==> config.mk <==
export PLATFORM = sky130hd
export DESIGN_NAME = pc_sequencer_flat
export DESIGN_NICKNAME = d
export VERILOG_FILES = /design/src/rtl/pc_seq_if.sv /design/src/rtl/pc_sequencer.sv /design/src/flat_wrapper.sv
export SDC_FILE = /design/constraint.sdc
export NUM_CORES = 1
export LEC_CHECK = 0
export ABC_AREA = 1
export ABC_CLOCK_PERIOD_IN_PS = 4000
export CAP_MARGIN = 20
export CORE_UTILIZATION = 55
export CTS_BUF_LIST = sky130_fd_sc_hd__clkbuf_4
export DETAILED_ROUTE_END_ITERATION = 12
export PLACE_DENSITY = 0.86
export SLEW_MARGIN = 40
export SYNTH_ARGS = -nofsm -noshare
export SYNTH_HDL_FRONTEND = slang
export SYNTH_SLANG_ARGS = --single-unit
==> constraint.sdc <==
create_clock -name clk -period 4 [get_ports clk]
set_clock_uncertainty 0.15 [all_clocks]
set_input_delay 0.6 -clock clk [delete_from_list [all_inputs] [get_ports clk]]
set_output_delay 0.6 -clock clk [all_outputs]
set_load 0.005 [all_outputs]
==> src/rtl/pc_seq_if.sv <==
// pc_seq_if: branch/decode/EX inputs and fetch/pipeline-control outputs of pc_sequencer
interface pc_seq_if #(parameter int CNT_W = 32);
  logic [31:0] pc_br;
  logic br_taken;
  logic dec_valid;
  logic [3:0] dec_opcode;
  logic [4:0] dec_src_a;
  logic [4:0] dec_src_b;
  logic ex_valid;
  logic [3:0] ex_opcode;
  logic [4:0] ex_rd;
  logic halt_req;
  logic [31:0] pc_out;
  logic fetch_valid;
  logic ifid_en;
  logic idex_bubble;
  logic br_commit;
  logic [CNT_W-1:0] branch_cnt;
  logic [CNT_W-1:0] stall_cnt;
  modport slave (
    input pc_br, br_taken, dec_valid, dec_opcode, dec_src_a, dec_src_b, ex_valid, ex_opcode, ex_rd, halt_req,
    output pc_out, fetch_valid, ifid_en, idex_bubble, br_commit, branch_cnt, stall_cnt
  );
  modport master (
    output pc_br, br_taken, dec_valid, dec_opcode, dec_src_a, dec_src_b, ex_valid, ex_opcode, ex_rd, halt_req,
    input pc_out, fetch_valid, ifid_en, idex_bubble, br_commit, branch_cnt, stall_cnt
  );
endinterface

==> src/rtl/pc_sequencer.sv <==
// pc_sequencer: fetch PC with decode-resolved branches (delay slot), flag/load-use stalls, halt and perf counters
module pc_sequencer #(
  parameter logic [31:0] PC_INIT = 32'h0,
  parameter int STALL_CYCLES = 1,
  parameter int CNT_W = 32
) (
  input logic clk,
  input logic reset,
  pc_seq_if.slave bus
);
  localparam int SW = STALL_CYCLES > 1 ? $clog2(STALL_CYCLES) : 1;
  localparam logic [3:0] OP_ADDS = 4'd2, OP_BLT = 4'd3, OP_LDUR = 4'd6, OP_SUBS = 4'd11;
  typedef enum logic [1:0] {INIT, RUN, STALL, HALT} state_t;
  state_t state;
  logic [SW-1:0] cnt;
  logic flag_haz, load_haz, hazard, go;
  always_comb begin
    flag_haz = bus.dec_valid & bus.dec_opcode == OP_BLT & bus.ex_valid &
               (bus.ex_opcode == OP_ADDS | bus.ex_opcode == OP_SUBS);
    load_haz = bus.dec_valid & bus.ex_valid & bus.ex_opcode == OP_LDUR & bus.ex_rd != 5'd31 &
               (bus.ex_rd == bus.dec_src_a | bus.ex_rd == bus.dec_src_b);
    hazard = state == RUN & (flag_haz | load_haz);
    go = state == RUN & ~hazard;
  end
  assign bus.ifid_en = go;
  assign bus.idex_bubble = ~go;
  assign bus.br_commit = go & bus.dec_valid & bus.br_taken;
  assign bus.fetch_valid = state == RUN | state == STALL;
  always_ff @(posedge clk) begin
    if (reset) begin
      state <= INIT;
      cnt <= '0;
      bus.pc_out <= PC_INIT;
      bus.branch_cnt <= '0;
      bus.stall_cnt <= '0;
    end else begin
      if (hazard | state == STALL) bus.stall_cnt <= bus.stall_cnt + CNT_W'(~&bus.stall_cnt);
      if (bus.br_commit) bus.branch_cnt <= bus.branch_cnt + CNT_W'(~&bus.branch_cnt);
      if (go) bus.pc_out <= bus.br_commit ? bus.pc_br : bus.pc_out + 32'd4;
      case (state)
        INIT: state <= RUN;
        RUN: begin
          if (hazard && STALL_CYCLES > 1) begin
            state <= STALL;
            cnt <= SW'(STALL_CYCLES - 1);
          end else if (go && bus.halt_req) state <= HALT;
        end
        STALL: begin
          cnt <= cnt - SW'(1);
          if (cnt == SW'(1)) state <= RUN;
        end
        default: state <= HALT;
      endcase
    end
  end
endmodule

==> src/flat_wrapper.sv <==
// flat-port wrapper written by rule: the top's interface ports become plain ports
module pc_sequencer_flat 
#(
  parameter logic [31:0] PC_INIT = 32'h0,
  parameter int STALL_CYCLES = 1,
  parameter int CNT_W = 32
)
  (clk, reset, bus_pc_br, bus_br_taken, bus_dec_valid, bus_dec_opcode, bus_dec_src_a, bus_dec_src_b, bus_ex_valid, bus_ex_opcode, bus_ex_rd, bus_halt_req, bus_pc_out, bus_fetch_valid, bus_ifid_en, bus_idex_bubble, bus_br_commit, bus_branch_cnt, bus_stall_cnt);
  pc_seq_if #(.CNT_W(CNT_W)) bus_i ();
  input logic clk;
  input logic reset;
  input wire logic [$bits(bus_i.pc_br)-1:0] bus_pc_br;
  input wire logic [$bits(bus_i.br_taken)-1:0] bus_br_taken;
  input wire logic [$bits(bus_i.dec_valid)-1:0] bus_dec_valid;
  input wire logic [$bits(bus_i.dec_opcode)-1:0] bus_dec_opcode;
  input wire logic [$bits(bus_i.dec_src_a)-1:0] bus_dec_src_a;
  input wire logic [$bits(bus_i.dec_src_b)-1:0] bus_dec_src_b;
  input wire logic [$bits(bus_i.ex_valid)-1:0] bus_ex_valid;
  input wire logic [$bits(bus_i.ex_opcode)-1:0] bus_ex_opcode;
  input wire logic [$bits(bus_i.ex_rd)-1:0] bus_ex_rd;
  input wire logic [$bits(bus_i.halt_req)-1:0] bus_halt_req;
  output wire logic [$bits(bus_i.pc_out)-1:0] bus_pc_out;
  output wire logic [$bits(bus_i.fetch_valid)-1:0] bus_fetch_valid;
  output wire logic [$bits(bus_i.ifid_en)-1:0] bus_ifid_en;
  output wire logic [$bits(bus_i.idex_bubble)-1:0] bus_idex_bubble;
  output wire logic [$bits(bus_i.br_commit)-1:0] bus_br_commit;
  output wire logic [$bits(bus_i.branch_cnt)-1:0] bus_branch_cnt;
  output wire logic [$bits(bus_i.stall_cnt)-1:0] bus_stall_cnt;
  assign bus_i.pc_br = bus_pc_br;
  assign bus_i.br_taken = bus_br_taken;
  assign bus_i.dec_valid = bus_dec_valid;
  assign bus_i.dec_opcode = bus_dec_opcode;
  assign bus_i.dec_src_a = bus_dec_src_a;
  assign bus_i.dec_src_b = bus_dec_src_b;
  assign bus_i.ex_valid = bus_ex_valid;
  assign bus_i.ex_opcode = bus_ex_opcode;
  assign bus_i.ex_rd = bus_ex_rd;
  assign bus_i.halt_req = bus_halt_req;
  assign bus_pc_out = bus_i.pc_out;
  assign bus_fetch_valid = bus_i.fetch_valid;
  assign bus_ifid_en = bus_i.ifid_en;
  assign bus_idex_bubble = bus_i.idex_bubble;
  assign bus_br_commit = bus_i.br_commit;
  assign bus_branch_cnt = bus_i.branch_cnt;
  assign bus_stall_cnt = bus_i.stall_cnt;
  pc_sequencer #(.PC_INIT(PC_INIT), .STALL_CYCLES(STALL_CYCLES), .CNT_W(CNT_W)) u_core (.clk(clk), .reset(reset), .bus(bus_i));
endmodule
==> metrics.md, run 1 <==
| Metric | Value |
|---|---|
| Setup CP Type | `input pin to output pin` |
| Clock sinks | `between 90 and 100` |
| Max frequency | `slightly below 300 MHz` |
| CP top delay family | `buffers and inverters` |
| CTS root buf | `clkbuf_4` |
| Synth Register Bits | `99` |
| Most frequent cells in the layout | `nand2_1 (327), clkdlybuf4s50_1 (159), nor2_1 (156)` |
| Diode count | `0` |
| Pleak | `between 0.003 and 0.004 µW` |
| Hold Crit Class | `flop to flop` |
| Commonest non-fill, non-tap cell in the layout | `nand2_1` |
| Yosys warnings | `0` |
| Io pins | `approximately 160` |
| Drt pass-1 iters | `5` |
| Final setup fails | `0` |
| CP startpoint kind | `input pin` |
| Post_cts resized | `0` |
| Synth Instances | `approximately 1100` |
| Crit share post-route | `0.868` |
| Critical path's largest stage delay | `between 0.5 and 0.6 ns` |
| Synth Area per Inst | `slightly above 6 µm²` |
| TritonCTS clock tree | `built` |
| Die Wd | `between 100 and 150 µm` |
| Slew Limit Fails | `0` |
| Clock Latency Late Sink | `~0.49 ns` |
| Distinct cells, synth | `36` |
| Post-synthesis sequential area ratio | `0.296` |
| Die ar. | `0.0126 mm²` |
| Arrival time at the worst endpoint | `~2.7 ns` |
| Vias in the first global route | `~6800` |
| Postcts setup bufs | `0` |
| Setup tns final | `0 ns` |
| Largest area contributor in the synthesized netlist | `dfxtp_1` |
| Pwr Density | `251 mW/mm²` |
| Final Hold Viols | `0` |
| Synth top area cells | `dfxtp_1 (30%), nand2_1 (18%), nor2_1 (8.7%), a21oi_1 (6.9%), nand3_1 (5.5%)` |
| CP max stage cell | `clkdlybuf4s50_1` |
| Area delta synth->final | `26.8%` |
| Share of cells above drive strength 1 | `0.0571` |
| Synth top area share | `0.296` |
| Outcome | `finished clean` |
| WP buf/inv | `2` |
| Core Region | `0.0117 mm²` |
| WL per Instance | `around 14 µm` |
| Measured slew at the worst slew-check pin | `around 0.78 ns` |
| Clock slew at reported path FFs | `0.15 ns` |
| Cell row count | `39` |
| Die Ht | `roughly 110 µm` |
| Crit-path max FO | `8` |
| Slew HR | `0.478` |
| Placed Area | `0.00832 mm²` |
| Max clock buf depth | `2` |
| Initial DRC Count | `615` |
| H-Tree Depth | `3` |
| Total congestion overflow | `0` |
| Via/cell ratio | `5.42` |
| All-Layer GR Usage | `0.321` |
| Overall power | `~2100 µW` |
| Final wirelength | `20.0 mm` |
| Via count | `between 7000 and 8000` |
| Nets | `between 1000 and 1500` |
| Worst Setup End Kind | `output pin` |
| Post-Syn Nets | `1168` |
| Synthesized area | `roughly 0.0067 mm²` |
| Initial Util | `0.575` |
| GPL Wtd Cong | `0.960` |
| Design area | `0.00850 mm²` |
| First-pass GRT wire length | `~33 mm` |
| Number of buffers created by CTS | `9` |
| Post-route ant nets | `0` |
| Crit path time final | `between 3 and 4 ns` |
| Initial antenna violation count | `0` |
| RSZ-0062 raised after global routing | `false` |
| Placed wire-length estimate | `roughly 15 mm` |
| CP cell instances | `clkdlybuf4s50_1, nand3_1, nor3_1, nor3_1, nand2_2, nand3_2, nor2_2, clkdlybuf4s50_1` |
| Reported max-cap violation count | `0` |
| Hold bufs inserted after CTS | `0` |
| Drt drc | `0` |
| I/O Buffers | `160` |
| Worst vdd ir | `just under 0.0003 V` |
| Largest net degree at the start of global routing | `69` |
| Worst path required time | `around 3.3 ns` |
cell families after synthesis:
group / synth area share
AO/OA/AOI/OAI: 0.118
XOR/XNOR: 0.0666
adder cells (fa/ha/maj): 0.0149
buffers and inverters: 0.0892
flip-flops: 0.296
multiplexers: 0.00149
AND/OR/NAND/NOR: 0.414
layout make-up:
class	instances	area (µm²)
multi-input cells	860	4120
flip-flops and latches	99	1980
clock buffers	11	82.6
repair buffers	167	1650
fillers	1040	3160
clock inverters	5	101
inverters	102	385
well taps	143	179
cells in the mapped netlist:
master / n
nand2_1: 327
nor2_1: 156
dfxtp_1: 99
inv_1: 95
a21oi_1: 93
nand3_1: 74
nor3_1: 41
xor2_1: 37
o21ai_0: 33
clkbuf_1: 18
nand4_1: 16
xnor2_1: 14
nand2_2: 13
a21oi_2: 10
buf_2: 10
ha_1: 8
or2_2: 8
buf_4: 7
nor4_1: 5
inv_2: 4
o21ai_1: 4
o31ai_1: 4
nand4_2: 3
o21bai_1: 3
buf_6: 2
clkinv_1: 2
nand2_4: 2
nand3_2: 2
nor2_2: 2
and3_1: 1
buf_12: 1
inv_4: 1
mux2i_1: 1
nand3b_1: 1
nor2_4: 1
nor3b_1: 1
state kept, by name, summed over array words and instances (netlist names):
| register | cells |
|---|---|
| u_core.cnt | 1 |
| u_core.bus.branch_cnt | 32 |
| u_core.state | 2 |
| u_core.bus.pc_out | 32 |
| u_core.bus.stall_cnt | 32 |
per-stage QoR:
stage	setup WS, ns	instances	hold WS [ns]	util
2_1_floorplan	1.56	1099	0.291	-
3_3_place_gp	0.613	1371	0.299	0.713
3_5_place_dp	0.550	1371	0.306	0.713
4_1_cts	0.545	1387	0.326	0.729
5_1_grt	0.492	1387	0.344	0.729
6_report	0.529	1387	0.324	0.729
where the power goes:
part	internal, µW	switching [µW]
sequential	1020	47.4
combinational	181	208
clock	329	347
worst paths after layout:
check,start,endpoint,slack [ns],cells after the start
setup reg to reg,u_core.bus.stall_cnt[14]$_SDFFE_PP0P_,u_core.bus.stall_cnt[30]$_SDFFE_PP0P_,0.95,16
hold / removal,u_core.bus.pc_out[0]$_SDFFE_PP0P_,u_core.bus.pc_out[0]$_SDFFE_PP0P_,0.32,2
setup / recovery,bus_ex_rd[4],bus_br_commit,0.53,8
hold reg to reg,u_core.bus.pc_out[0]$_SDFFE_PP0P_,u_core.bus.pc_out[0]$_SDFFE_PP0P_,0.32,2
metal layers:
layer  wire length, µm  up-vias  global-route usage
met5                 0        -                   0
met4               302        0              0.0818
met3              1540       26              0.0670
met2              9160      316               0.530
met1              8970     3383               0.426
li1                  -     3799                   -
worst reg2reg max path: stages, from the launching register on:
cell	delay (ns)
dfxtp_1	0.46
inv_1	0.08
nor3_1	0.26
nand2_1	0.21
nor3_1	0.26
nand3_1	0.13
ha_1	0.23
ha_1	0.22
inv_1	0.10
nor2_1	0.11
inv_1	0.09
nor2_1	0.07
and3_1	0.20
nand2_1	0.09
xor2_1	0.14
nand2_1	0.06
a21oi_1	0.13
No activity file was read; power rests on OpenSTA's default activity.
==> run 2: changes to the inputs <==
Settings changed: CORE_MARGIN set to 2.
==> metrics.md, run 2 (synthesized netlist as in run 1, its figures left out) <==
| Metric | Value |
|---|---|
| Slew Limit Fails | `0 (unchanged)` |
| Worst Setup End Kind | `output pin (unchanged)` |
| Post-route ant nets | `0 (unchanged)` |
| Clock slew at reported path FFs | `0.15 ns (about the same)` |
| Drt pass-1 iters | `8 (was 5)` |
| Initial DRC Count | `631 (was 615)` |
| H-Tree Depth | `3 (unchanged)` |
| Final Hold Viols | `0 (unchanged)` |
| CP startpoint kind | `input pin (unchanged)` |
| GPL Wtd Cong | `0.957 (was 0.960)` |
| Via/cell ratio | `5.46 (was 5.42)` |
| Crit path time final | `3.42 ns (was 3.47 ns)` |
| Cell row count | `40 (was 39)` |
| Clock Latency Late Sink | `0.49 ns (about the same)` |
| RSZ-0062 raised after global routing | `false (unchanged)` |
| Measured slew at the worst slew-check pin | `0.800 ns (was 0.782 ns)` |
| Pwr Density | `243 mW/mm² (was 251 mW/mm²)` |
| RR Startpoint | `u_core.bus.stall_cnt[19]$_SDFFE_PP0P_ (was u_core.bus.stall_cnt[14]$_SDFFE_PP0P_)` |
| Crit share post-route | `0.855 (was 0.868)` |
| Total congestion overflow | `0 (unchanged)` |
| Post_cts resized | `0 (unchanged)` |
| Vias in the first global route | `6722 (was 6765)` |
| Most frequent cells in the layout | `nand2_1 (327), clkdlybuf4s50_1 (159), nor2_1 (156) (unchanged)` |
| Final core occ | `0.710 (was 0.729)` |
| Initial antenna violation count | `0 (unchanged)` |
| Area delta synth->final | `26.6% (was 26.8%)` |
| Reported max-cap violation count | `0 (unchanged)` |
| Worst path required time | `3.25 ns (about the same)` |
| Worst hold path endpoint | `u_core.bus.pc_out[0]$_SDFFE_PP0P_ (unchanged)` |
| Multi-input gate area | `0.00412 mm² (unchanged)` |
| CTS root buf | `clkbuf_4 (unchanged)` |
| Sequential cell area | `0.00198 mm² (unchanged)` |
| Diode count | `0 (unchanged)` |
| Largest net degree at the start of global routing | `69 (unchanged)` |
| Setup tns final | `0 ns (unchanged)` |
| Die Ht | `114 µm (was 112 µm)` |
| Initial Util | `0.560 (was 0.575)` |
| Crit-path max FO | `28 (was 8)` |
| Die ar. | `0.0131 mm² (was 0.0126 mm²)` |
| Hold bufs inserted after CTS | `0 (unchanged)` |
| Worst R2R End | `u_core.bus.stall_cnt[30]$_SDFFE_PP0P_ (unchanged)` |
| Hold Crit Class | `flop to flop (unchanged)` |
| Postcts setup bufs | `0 (unchanged)` |
| Core Region | `0.0120 mm² (was 0.0117 mm²)` |
| Final setup fails | `0 (unchanged)` |
| Die Wd | `114 µm (was 112 µm)` |
| Top flop regs | `u_core.bus.branch_cnt x32, u_core.bus.pc_out x32, u_core.bus.stall_cnt x32 (unchanged)` |
| I/O Buffers | `160 (unchanged)` |
| Via count | `7607 (was 7524)` |
| Drt drc | `0 (unchanged)` |
| Reg2reg path depth | `16 (unchanged)` |
| Clock sinks | `99 (unchanged)` |
| TritonCTS clock tree | `built (unchanged)` |
| Arrival time at the worst endpoint | `2.67 ns (was 2.72 ns)` |
| WL per Instance | `14.3 µm (was 14.4 µm)` |
| Final wirelength | `19.9 mm (was 20.0 mm)` |
| Number of buffers created by CTS | `9 (unchanged)` |
| Pleak | `0.00306 µW (was 0.00307 µW)` |
| Outcome | `finished clean (unchanged)` |
| Placed wire-length estimate | `14.9 mm (about the same)` |
| All-Layer GR Usage | `0.302 (was 0.321)` |
| Worst hold stages | `2 (unchanged)` |
| Worst vdd ir | `0.000187 V (was 0.000294 V)` |
| Slew HR | `0.467 (was 0.478)` |
| Setup CP Type | `input pin to output pin (unchanged)` |
| # fillers | `1073 (was 1040)` |
| First-pass GRT wire length | `32.1 mm (was 32.7 mm)` |
| Max clock buf depth | `2 (unchanged)` |
| Overall power | `2060 µW (was 2130 µW)` |
| Commonest non-fill, non-tap cell in the layout | `nand2_1 (unchanged)` |
| Nets | `1309 (was 1308)` |
| Max frequency | `292 MHz (was 288 MHz)` |
| Share of cells above drive strength 1 | `0.0562 (was 0.0571)` |
| Io pins | `161 (unchanged)` |
| R2r setup slk | `1.00 ns (was 0.95 ns)` |
| Hold Path Origin | `u_core.bus.pc_out[0]$_SDFFE_PP0P_ (unchanged)` |
[run 2: power by group]
| group | switching (µW) | total [µW] | internal, µW |
|---|---|---|---|
| Clock | 353 | 609 | 256 |
| Sequential | 45.8 | 1060 | 1020 |
| Combinational | 206 | 389 | 183 |
[run 2: cell type report]
type / instances / share of cell area
Sequential cell: 99 / 0.234
Tap cell: 147 / 0.0217
Multi-Input combinational cell: 860 / 0.486
Clock buffer: 10 / 0.00885
Timing Repair Buffer: 168 / 0.195
Clock inverter: 6 / 0.00944
Inverter: 102 / 0.0454
[run 2: worst max-delay path by stage]
stage | startpoint | end | cells after the start
finish | bus_ex_opcode[0] | bus_idex_bubble | 8
global route | bus_ex_rd[3] | bus_idex_bubble | 11
CTS | bus_ex_opcode[0] | bus_idex_bubble | 8
detailed placement | bus_ex_opcode[0] | bus_idex_bubble | 8
global placement | bus_ex_rd[3] | bus_idex_bubble | 11
floorplan | u_core.bus.stall_cnt[14]$_SDFFE_PP0P_ | u_core.bus.stall_cnt[30]$_SDFFE_PP0P_ | 16
[run 2: through the flow]
step	instances	worst slack (ns)	hold slack, ns	instance area [µm²]
CTS	1392	0.577	0.330	8490
floorplan	1099	1.56	0.291	6700
detailed placement	1376	0.586	0.302	8330
finish	1392	0.580	0.331	8490
global placement	1376	0.618	0.297	8330
global route	1392	0.439	0.347	8490
[run 2: critical path, cell delays in order]
cell and delay [ns]:
clkdlybuf4s50_1 0.44, nor2_1 0.13, nand3_1 0.08, nor3_1 0.30
nand2_2 0.14, nand3_2 0.09, buf_4 0.31, clkdlybuf4s50_1 0.57
[run 2: routing by layer]
metal | vias to the layer above | global-route usage | wire (µm)
met5 | - | 0 | 0
met4 | 0 | 0.111 | 493
met1 | 3407 | 0.414 | 8820
met3 | 41 | 0.0434 | 1680
li1 | 3804 | - | -
met2 | 355 | 0.484 | 8900
